==> src/rtl/led_pkg.sv <==
// led_pkg: shared constants and FSM state type for the LED select encoder
package led_pkg;
    localparam int N_SEL            = 10;
    localparam int NUM_W            = 4;
    localparam int DEBOUNCE_DEFAULT = 50000;
    typedef enum logic [1:0] {IDLE, SELECTED, MULTI} state_t;
endpackage

==> src/rtl/switch_debouncer.sv <==
// switch_debouncer: two-flop synchroniser plus whole-pattern debounce with commit pulse
module switch_debouncer #(
    parameter int WIDTH           = 10,
    parameter int DEBOUNCE_CYCLES = 50000
) (
    input  logic             clk,
    input  logic             rst,
    input  logic [WIDTH-1:0] sw_raw,
    output logic [WIDTH-1:0] pattern,
    output logic             commit
);
    localparam int CW = $clog2(DEBOUNCE_CYCLES) + 1;
    localparam logic [CW-1:0] LAST = CW'(DEBOUNCE_CYCLES - 1);
    logic [WIDTH-1:0] sync1, sync2, stable;
    logic [CW-1:0] count;
    assign commit = (sync2 == pattern) && (count == LAST) && (pattern != stable);
    // synchronise, restart the hold count on any change, commit once the pattern has settled
    always_ff @(posedge clk or posedge rst) begin
        if (rst) begin
            sync1   <= '0;
            sync2   <= '0;
            pattern <= '0;
            stable  <= '0;
            count   <= '0;
        end else begin
            sync1 <= sw_raw;
            sync2 <= sync1;
            if (sync2 != pattern) begin
                pattern <= sync2;
                count   <= '0;
            end else if (count != LAST) begin
                count <= count + 1'b1;
            end
            if (commit) stable <= pattern;
        end
    end
endmodule

==> src/rtl/led_select_encoder.sv <==
// led_select_encoder: debounced ten-switch one-hot selection encoded to a 4-bit index
module led_select_encoder
    import led_pkg::*;
#(
    parameter int DEBOUNCE_CYCLES = DEBOUNCE_DEFAULT
) (
    input  logic             clk,
    input  logic             rst,
    input  logic [N_SEL-1:0] sw_raw,
    output logic [NUM_W-1:0] number,
    output logic             valid,
    output logic             active,
    output logic             error
);
    logic [N_SEL-1:0] pattern;
    logic [NUM_W-1:0] idx;
    logic commit, is_zero, is_one;
    state_t state, state_next;
    switch_debouncer #(.WIDTH(N_SEL), .DEBOUNCE_CYCLES(DEBOUNCE_CYCLES)) u_deb (
        .clk(clk),
        .rst(rst),
        .sw_raw(sw_raw),
        .pattern(pattern),
        .commit(commit)
    );
    // OR together indices of set bits; only used when exactly one bit is set
    always_comb begin
        idx = '0;
        for (int i = 0; i < N_SEL; i++) idx = pattern[i] ? (idx | NUM_W'(i)) : idx;
    end
    // classify the pattern being committed and pick the next state
    always_comb begin
        is_zero    = pattern == '0;
        is_one     = !is_zero && ((pattern & (pattern - 1'b1)) == '0);
        state_next = !commit ? state : is_zero ? IDLE : is_one ? SELECTED : MULTI;
    end
    // state register, index capture and single-cycle valid on a new one-hot commit
    always_ff @(posedge clk or posedge rst) begin
        if (rst) begin
            state  <= IDLE;
            number <= '0;
            valid  <= 1'b0;
        end else begin
            state  <= state_next;
            valid  <= commit && is_one;
            if (commit && is_one) number <= idx;
        end
    end
    assign active = state == SELECTED;
    assign error  = state == MULTI;
endmodule

==> config.mk <==
export PLATFORM = sky130hd
export DESIGN_NAME = led_select_encoder
export DESIGN_NICKNAME = d
export VERILOG_FILES = /design/src/rtl/led_pkg.sv /design/src/rtl/switch_debouncer.sv /design/src/rtl/led_select_encoder.sv
export SDC_FILE = /design/constraint.sdc
export NUM_CORES = 1
export LEC_CHECK = 0
export CORE_ASPECT_RATIO = 0.9
export CORE_MARGIN = 4
export CORE_UTILIZATION = 35
export CTS_CLUSTER_DIAMETER = 100
export CTS_CLUSTER_SIZE = 14
export DETAILED_ROUTE_END_ITERATION = 10
export GPL_TIMING_DRIVEN = 1
export HOLD_SLACK_MARGIN = 0.1
export SLEW_MARGIN = 20
export SYNTH_ARGS = -nofsm -noshare
export SYNTH_HDL_FRONTEND = slang
export SYNTH_SLANG_ARGS = --single-unit
==> constraint.sdc <==
create_clock -name clk -period 5.7 [get_ports clk]
set_input_delay 1.14 -clock clk [delete_from_list [all_inputs] [get_ports clk]]
set_output_delay 1.14 -clock clk [all_outputs]
set_load 0.03 [all_outputs]
Word-level counts from Yosys, hierarchy flattened
Index checks and enable logic that the tools add are counted.
Word-level totals
  input port bits: 12
  output and inout port bits: 7
  bits in registers: 64
  logic and storage cells: 39
Operators by class
  bitwise gates (word level): 1
  eq/ne operators: 7
  reductions and logical operators: 8
  multiplexer cells: 13
  add/sub/neg operators: 2
Operators with widths (number)
  2-to-1 mux 17 bit: 2
  logical NOT 10 bit: 2
  != test 10 bit: 2
  adder 17 x 1 -> 17 bit, second input constant: 1
  == test 17 x 16 -> 1 bit, second input constant: 1
  != test 17 x 16 -> 1 bit, second input constant: 1
  2-to-1 mux 3 bit: 4
  bitwise AND 10 bit: 1
  == test 10 bit: 1
  subtractor 10 x 1 -> 10 bit, second input constant: 1
  2-to-1 mux 2 bit: 4
  2-to-1 mux 4 bit: 2
  logical AND 1 bit: 4
  == test 2 x 1 -> 1 bit, second input constant: 1
  == test 2 bit, second input constant: 1
  nonzero test 2 bit: 1
  logical NOT 1 bit: 1
  2-to-1 mux 1 bit: 1

Logic depth before layout (Yosys ltp)
Gate-level depths: netlist (run 1).
  depth after elaboration: 9
  depth in mapped cells: 8
  gate-level depth less buffers: 7

Modules after synthesis
A second synthesis (run 1) with hierarchy kept.
Second synthesis, totals
  cell total of the unflattened synthesis: 229
  area total of the unflattened synthesis: 2741.4 µm²
Modules (own cells, without submodules)
  switch_debouncer: cells each 183, times used 1, area an instance 2297.2 µm², seq. area each 1426.4 µm²
  led_select_encoder: cells each 46, times used 1, area an instance 444.2 µm², seq. area each 175.2 µm²

Worst setup path after synthesis (run 1)
Ideal clock, no wire load.
  path kind: flip-flop to flip-flop
  start: register u_deb.pattern[8]
  end: register number[0]
  path buffers: 2
  path slack: 3372 ps
  stages on the path, launching flop included: 9
  period minus slack after synthesis: 2328 ps
  data arrival time: 2201 ps
  setup time: 128 ps
  required time: 5572 ps
  path through: dfrtp_1 buf_6 xor2_1 nor4_2 nand3_2 or3_1 buf_2 nor3_4 mux2_1
On the way
  longest elaborated chain between the ends: 5
  elaborated cells between the ends (all ways): 11
  those cells by class: add/sub (1); eq/ne (2); bitwise (1); reduce/logical (7)
Ends and longest elaborated chain
  from (decl): RTL line switch_debouncer.sv:9  | output logic [WIDTH-1:0] pattern,
  from (signal assigned): RTL line switch_debouncer.sv:29  | pattern <= sync2;
  subtractor 10 x 1 -> 10 bit: RTL line led_select_encoder.sv:34  | is_one = !is_zero && ((pattern & (pattern - 1'b1)) == '0);
  bitwise AND 10 bit: RTL line led_select_encoder.sv:34
  logical NOT 10 bit: RTL line led_select_encoder.sv:34
  logical AND 1 bit: RTL line led_select_encoder.sv:34
  logical AND 1 bit (*): RTL line led_select_encoder.sv:46  | if (commit && is_one) number <= idx;
  to (signal assigned): RTL line led_select_encoder.sv:46
  to (decl): RTL line led_select_encoder.sv:10  | output logic [NUM_W-1:0] number,
Mark *: on every way between the ends. The rest lies on a longest branch, timed or not.
A chain may end at the register's enable or synchronous reset.

Worst setup path after layout (run 1)
  start: register u_deb.pattern[7]
  end: register number[1]
On the way
  longest elaborated chain between the ends: 5
  elaborated cells between the ends (all ways): 14
  those cells by class: add/sub (1); eq/ne (2); mux (3); bitwise (1); reduce/logical (7)
Ends and longest elaborated chain (RTL line)
  subtractor 10 x 1 -> 10 bit: led_select_encoder.sv:34
  bitwise AND 10 bit: led_select_encoder.sv:34
  logical NOT 10 bit: led_select_encoder.sv:34
  logical AND 1 bit: led_select_encoder.sv:34
  logical AND 1 bit: led_select_encoder.sv:46
Parallel ways exist; a longest one is shown, timed or not.

==> results of run 1 <==
## registers in the layout, indices dropped and copies added, names as in the netlist
signal	flops
u_deb.count	17
u_deb.pattern	10
u_deb.stable	10
u_deb.sync1	10
u_deb.sync2	10
number	4
state	2
valid	1
## Yosys cell counts (all sizes together)
library cell,instances
dfrtp,64
nor2,18
xor2,18
clkbuf,16
mux2,14
xnor2,13
nand3,9
buf,7
nand4,7
nor3,7
or3,7
a21oi,6
nand2,5
nor4,5
o21ai,5
inv,3
nor2b,3
a2111oi,2
a211oi,2
and3,2
mux2i,2
or4,2
a21o,1
and4,1
ha,1
nand4b,1
nor3b,1
nor4b,1
o22ai,1
## cell families (layout without fill, tap and decap cells)
| family | Yosys count | count (layout) | share of synthesized area (%) |
|---|---|---|---|
| simple gates | 69 | 69 | 14.84 |
| flops | 64 | 64 | 59.73 |
| xor+xnor | 31 | 31 | 10.13 |
| buf+inv | 26 | 38 | 4.433 |
| compound gates | 17 | 17 | 3.780 |
| mux | 16 | 16 | 6.626 |
| fa+ha+maj | 1 | 1 | 0.4666 |
## metrics by stage
step                      area (µm²)  util [%]  instances  setup slack (ns)  power [mW]
final                           3060     42.17        329             2.736      0.8540
after detailed placement        2878     39.66        313             2.706      0.5170
after CTS                       3060     42.17        329             2.686      0.8691
after global routing            3060     42.17        329             2.489      0.8922
after floorplan                 2681         -        224             2.962      0.5063
after global placement          2878     39.66        313             2.779      0.5165
## how the worst max path moves through the flow
stage                       endpoint  slack (ns)  cells past startpoint
3_5_place_dp   number[1]$_DFFE_PP0P_        2.71                      6
6_report       number[1]$_DFFE_PP0P_        2.74                      6
2_1_floorplan  number[0]$_DFFE_PP0P_        2.96                      1
3_3_place_gp   number[2]$_DFFE_PP0P_        2.78                      6
4_1_cts        number[1]$_DFFE_PP0P_        2.69                      6
5_1_grt        number[2]$_DFFE_PP0P_        2.49                      6
## power by group
group / switching (mW) / internal, mW
Clock: 0.177 / 0.170
Sequential: 0.0121 / 0.465
Combinational: 0.0161 / 0.0147
## layout make-up
type	instances	share of cell area [%]
Clock buffer	10	4.497
Tap cell	93	3.802
Inverter	3	0.3679
Multi-Input combinational cell	134	31.40
Sequential cell	64	52.33
Timing Repair Buffer	19	6.132
Clock inverter	6	1.472
## per-layer routing
metal	global-route usage, %	share of wire, %	vias to the layer above
met2	13.80	41	35
li1	-	-	779
met5	0	0	-
met1	14.33	51	786
met4	4.714	1.8	0
met3	4.598	6.2	7
## critical path, delay by kind of cell (launching register included)
family | cells | cell delay [ns]
DFF | 1 | 0.47
muxes | 1 | 0.36
and+or+nand+nor | 4 | 1.83
xor gates and xnor gates | 1 | 0.18
==> key figures, run 1 <==
Status
  – Status: finished, final reports clean

Global routing
  – Largest net degree at the start of global routing: 65
  – Initial antenna violation count: 0
  – First-pass GRT wire length: roughly 7400 µm
  – Number of global-route vias before repair: 1520
  – Gr usage total: roughly a tenth
  – GRT overflow: 0

Cells and area
  – Seq. cell area: 1602 µm²
  – Antenna diode count: 0
  – Share of layout cells above drive strength 1: 14.41%
  – Most common cell after layout, fill and taps aside: dfrtp_1
  – Fillers: 685
  – Multi-input gate area: slightly below 1000 µm²
  – Nets: 244
  – Most frequent cells in the layout: dfrtp_1, xor2_1, nor2_1, clkdlybuf4s50_1, xnor2_1
  – Area grow syn2layout: 14.14%

Clock tree
  – Htree depth: 3
  – Gates resized, CTS repair: 0
  – Clock Tree Root: clkbuf_8
  – CTS tree: done
  – Num Clock Sinks: 64
  – Clk Latency, worst-skew pair: 0.34 ns
  – Clock Pin Slew Worst Setup and Hold Paths: ~0.070 ns
  – Clock Tree Buf Depth: 2
  – Hold-fix buffers, CTS: 0
  – Post-CTS Setup Inserts: 0
  – Clock buffer count from CTS: 9

Detailed routing
  – Starting DRT DRC Count: 72
  – DR vias/cell: ~5
  – DRT Pass-1 Iters: 4
  – ANT nets after route: 0
  – Via count: ~1600
  – Drt wl/cell: 13.05 µm
  – Drt drc: 0
  – Routed WL: 4294 µm

Yosys
  – Synthesized cell area: 2681 µm²
  – Main area contributors after synthesis: dfrtp_1, xor2_1, mux2_2
  – Syn avg cell area: around 12 µm²
  – Post-synth cell types: 35
  – Synthesis-stage register bit count: between 60 and 70
  – Yosys top cell by area: dfrtp_1
  – Seq/Total Area, Yosys: about three fifths
  – Syn. warnings: 0
  – Syn Inst Count: 224
  – Syn Nets: 237
  – Yosys top cell area share: 59.73%

STA
  – Finish-stage setup viols: 0
  – Pins Over Slew Limit: 0
  – RSZ-0062 raised after global routing: false
  – Max Fclk: 0.3374 GHz
  – Period utilization: 52.00%
  – Hold Fails Final Rpt: 0
  – Post-layout min period: 2.964 ns
  – Worst-case clock skew: 0.007208 ns
  – Setup_tns: 0 ns
  – Worst Hold Slack: 0.3492 ns
  – Tightest Pin Transition: about 0.79 ns
  – Slew headroom: 47.04%

Place
  – GPL Wtd Cong: 0.7552
  – Detailed Place HPWL: 2829 µm
  – I/O Buffers: 18

Worst setup path
  – Reg2reg end: number[1]$_DFFE_PP0P_
  – Worst setup path startpoint: u_deb.pattern[7]$_DFFE_PP0N_
  – CP max stage delay: 0.73 ns
  – Critical path capture point type: flip-flop
  – CP max stage cell: or3_1
  – Kind of critical path: reg -> reg
  – Worst EP arrival: approximately 3.2 ns
  – Worst r2r path cells: 6
  – Reg-to-reg slack, setup: 2.74 ns
  – Crit-path cells: xor2_1 > nor4_2 > nand3_2 > or3_1 > nor3_4 > mux2_1
  – Reg-to-Reg Start: u_deb.pattern[7]$_DFFE_PP0N_
  – Startpoint Class: flip-flop
  – Worst-path fanout max: 18
  – CP Data Required Time: 5.92 ns

Hold path
  – Worst hold endpoint: u_deb.sync2[7]$_DFF_PP0_
  – HP Start: u_deb.sync1[7]$_DFF_PP0_
  – Hold Path Stages: 0
  – Worst hold path class: reg -> reg

Floorplan
  – Die area: between 9000 and 10000 µm²
  – Initial core utilization: 36.95%
  – Row count: 29
  – Die Ht: 91.04 µm
  – Die width: 100.3 µm
  – CORE AREA: 7257 µm²
  – IO Count: 19

Run
  – Max-Cap Viols: 0

Power
  – Leakage: 1.271 nW
  – Worst VDD drop: 0.0001638 V
  – PwrDens: between 200 and 300 nW/µm²
No activity file was read; power rests on OpenSTA's default activity.
==> run 2: changes to the inputs <==
==> constraint.sdc (replaced) <==
create_clock -name clk -period 2.7 [get_ports clk]
set_input_delay 0.54 -clock clk [delete_from_list [all_inputs] [get_ports clk]]
set_output_delay 0.54 -clock clk [all_outputs]
set_load 0.03 [all_outputs]
==> run 2 against run 1 <==
  * Total power is 120% higher
  * Worst setup slack worse by 2.5 ns
  * First-iteration DRC count is 39% higher
  * Clock skew is 0.0022 ns higher
  * Final cell count is 0.61% higher
  * Critical endpoint is now number[2]$_DFFE_PP0P_
  * Worst hold slack worse by 0.0045 ns
  * Combinational power is 120% higher
  * Sequential power is 110% higher
  * Critical path depth stayed put
  * Maximum frequency is 19% higher
  * Largest cell class unchanged
  * Non-clock buffer count is 2 higher
  * Highest routed layer unchanged
  * Flip-flop and latch count stayed put
==> key figures, run 2 (same netlist as run 1, synthesis figures left out) <==
Global routing
  – Gr usage total: 10.61% (+0.26 points)
  – First-pass GRT wire length: 7555 µm (+2.4%)
  – Initial antenna violation count: 0 (unchanged)
  – Number of global-route vias before repair: 1601 (+5.3%)
  – Largest net degree at the start of global routing: 65 (unchanged)
  – GRT overflow: 0 (unchanged)

Floorplan
  – Die area: 9127 µm² (unchanged)
  – Die Ht: 91.04 µm (unchanged)
  – Initial core utilization: 36.95% (unchanged)
  – Row count: 29 (unchanged)
  – Die width: 100.3 µm (unchanged)
  – IO Count: 19 (unchanged)
  – CORE AREA: 7257 µm² (unchanged)

Cells and area
  – Antenna diode count: 0 (unchanged)
  – Area grow syn2layout: 15.96%
  – Biggest register: u_deb.count
  – Largest register FFs: 17 (unchanged)
  – Most common cell after layout, fill and taps aside: dfrtp_1
  – Share of layout cells above drive strength 1: 15.13% (+0.72 points)
  – Nets: 246 (+0.82%)
  – Fillers: 692 (+1.0%)
  – Final Core Density: 42.84% (+0.67 points)
  – Most frequent cells in the layout: dfrtp_1, xor2_1, nor2_1, clkdlybuf4s50_1, xnor2_1

Clock tree
  – Clock Tree Root: clkbuf_8
  – Gates resized, CTS repair: 0 (unchanged)
  – Htree depth: 3 (unchanged)
  – Hold-fix buffers, CTS: 0 (unchanged)
  – Clock buffer count from CTS: 9 (unchanged)
  – Post-CTS Setup Inserts: 0 (unchanged)
  – Clock Tree Buf Depth: 2 (unchanged)
  – Clock Pin Slew Worst Setup and Hold Paths: 0.07 ns (about the same)
  – Num Clock Sinks: 64 (unchanged)
  – CTS tree: done
  – Clk Latency, worst-skew pair: 0.34 ns (about the same)

Worst setup path
  – CP max stage delay: 0.59 ns (-0.14 ns)
  – WP buf/inv: 0 (unchanged)
  – Worst EP arrival: 2.70 ns (-0.48 ns)
  – Reg-to-Reg Start: u_deb.pattern[0]$_DFFE_PP0N_
  – Kind of critical path: reg -> reg
  – Reg-to-reg slack, setup: 0.22 ns (-2.52 ns)
  – Crit-path cells: or4_4 > a2111oi_0 > or3_1 > nand3_1 > nor3_4 > mux2_1
  – Critical path's top delay family: simple AND/OR/NAND/NOR gates
  – CP Data Required Time: 2.92 ns (-3.00 ns)
  – CP max stage cell: or4_4
  – Worst-path fanout max: 6 (-12)
  – Critical path capture point type: flip-flop
  – Worst r2r path cells: 6 (unchanged)
  – Reg2reg end: number[2]$_DFFE_PP0P_
  – Startpoint Class: flip-flop

STA
  – Worst-case clock skew: 0.009455 ns (+0.002247 ns)
  – Slew headroom: 67.37% (+20 points)
  – Finish-stage setup viols: 0 (unchanged)
  – Period utilization: 91.98% (+40 points)
  – Max Fclk: 0.4026 GHz (+19%)
  – Hold Fails Final Rpt: 0 (unchanged)
  – Pins Over Slew Limit: 0 (unchanged)
  – Setup_tns: 0 ns (unchanged)
  – Post-layout min period: 2.484 ns (-0.4802 ns)
  – Worst Hold Slack: 0.3448 ns (-0.004455 ns)
  – Tightest Pin Transition: 0.4851 ns (-0.3093 ns)
  – RSZ-0062 raised after global routing: false

Run
  – Max-Cap Viols: 0 (unchanged)

Hold path
  – Worst hold endpoint: u_deb.sync2[6]$_DFF_PP0_
  – HP Start: u_deb.sync1[6]$_DFF_PP0_
  – Worst hold path class: reg -> reg
  – Hold Path Stages: 0 (unchanged)

Detailed routing
  – Drt wl/cell: 12.84 µm (-1.6%)
  – DR vias/cell: 4.813 (-1.5%)
  – Via count: 1593 (-0.87%)
  – ANT nets after route: 0 (unchanged)
  – Starting DRT DRC Count: 100 (+39%)
  – Routed WL: 4249 µm (-1.0%)
  – Drt drc: 0 (unchanged)
  – DRT Pass-1 Iters: 4 (unchanged)

Status
  – Status: finished, final reports clean

Place
  – Detailed Place HPWL: 2882 µm (+1.8%)
  – GPL Wtd Cong: 0.7698 (+1.9%)
  – I/O Buffers: 18 (unchanged)

Power
  – Tot Pwr: 1.896 mW (+120%)
  – PwrDens: 609.7 nW/µm² (+120%)
  – Worst VDD drop: 0.0003311 V (+100%)
  – Leakage: 1.296 nW (+2.0%)
-- run 2: cell types whose count changed in the layout (fill, tap and decap cells not counted), sizes merged --
cell,before,now
clkinvlp,3,2
clkinv,3,2
bufinv,0,1
buf,1,3
clkbuf,10,9
inv,3,5
-- run 2: stage by stage --
step | setup WS (ns) | cell area [µm²] | instances
after floorplan | 0.3717 | 2681 | 224
after detailed placement | 0.2686 | 2905 | 315
after CTS | 0.2488 | 3109 | 331
after global routing | 0.01744 | 3109 | 331
after global placement | 0.3157 | 2905 | 315
final | 0.2164 | 3109 | 331
-- run 2: how the worst max path moves through the flow --
| stage | to | start | depth (start not counted) |
|---|---|---|---|
| 2_1_floorplan | number[0]$_DFFE_PP0P_ | u_deb.pattern[8]$_DFFE_PP0N_ | 8 |
| 3_3_place_gp | number[2]$_DFFE_PP0P_ | u_deb.pattern[0]$_DFFE_PP0N_ | 6 |
| 3_5_place_dp | number[0]$_DFFE_PP0P_ | u_deb.pattern[0]$_DFFE_PP0N_ | 6 |
| 4_1_cts | number[2]$_DFFE_PP0P_ | u_deb.pattern[0]$_DFFE_PP0N_ | 6 |
| 5_1_grt | number[2]$_DFFE_PP0P_ | u_deb.pattern[0]$_DFFE_PP0N_ | 6 |
| 6_report | number[2]$_DFFE_PP0P_ | u_deb.pattern[0]$_DFFE_PP0N_ | 6 |
-- run 2: final cells by class --
type / count / area (µm²) / area share [%]
timing repair buffer: 21 / 215.2 / 6.922
multi-input combinational: 134 / 960.9 / 30.91
clock inverter: 7 / 80.08 / 2.575
tap: 93 / 116.4 / 3.742
inverter: 3 / 11.26 / 0.3622
clock buffer: 9 / 123.9 / 3.984
sequential: 64 / 1602 / 51.51
-- run 2: metal layers --
layer	vias up	global-route usage [%]	wire [µm]
met2	49	14.24	1801
met4	0	4.714	81
li1	783	-	-
met3	6	4.674	291
met1	755	14.68	2074
met5	-	0	0
-- run 2: report_power, final --
part / internal (mW) / total, mW / switching, mW
clock network: 0.435 / 0.823 / 0.388
logic: 0.0332 / 0.0675 / 0.0343
registers: 0.981 / 1.01 / 0.0246
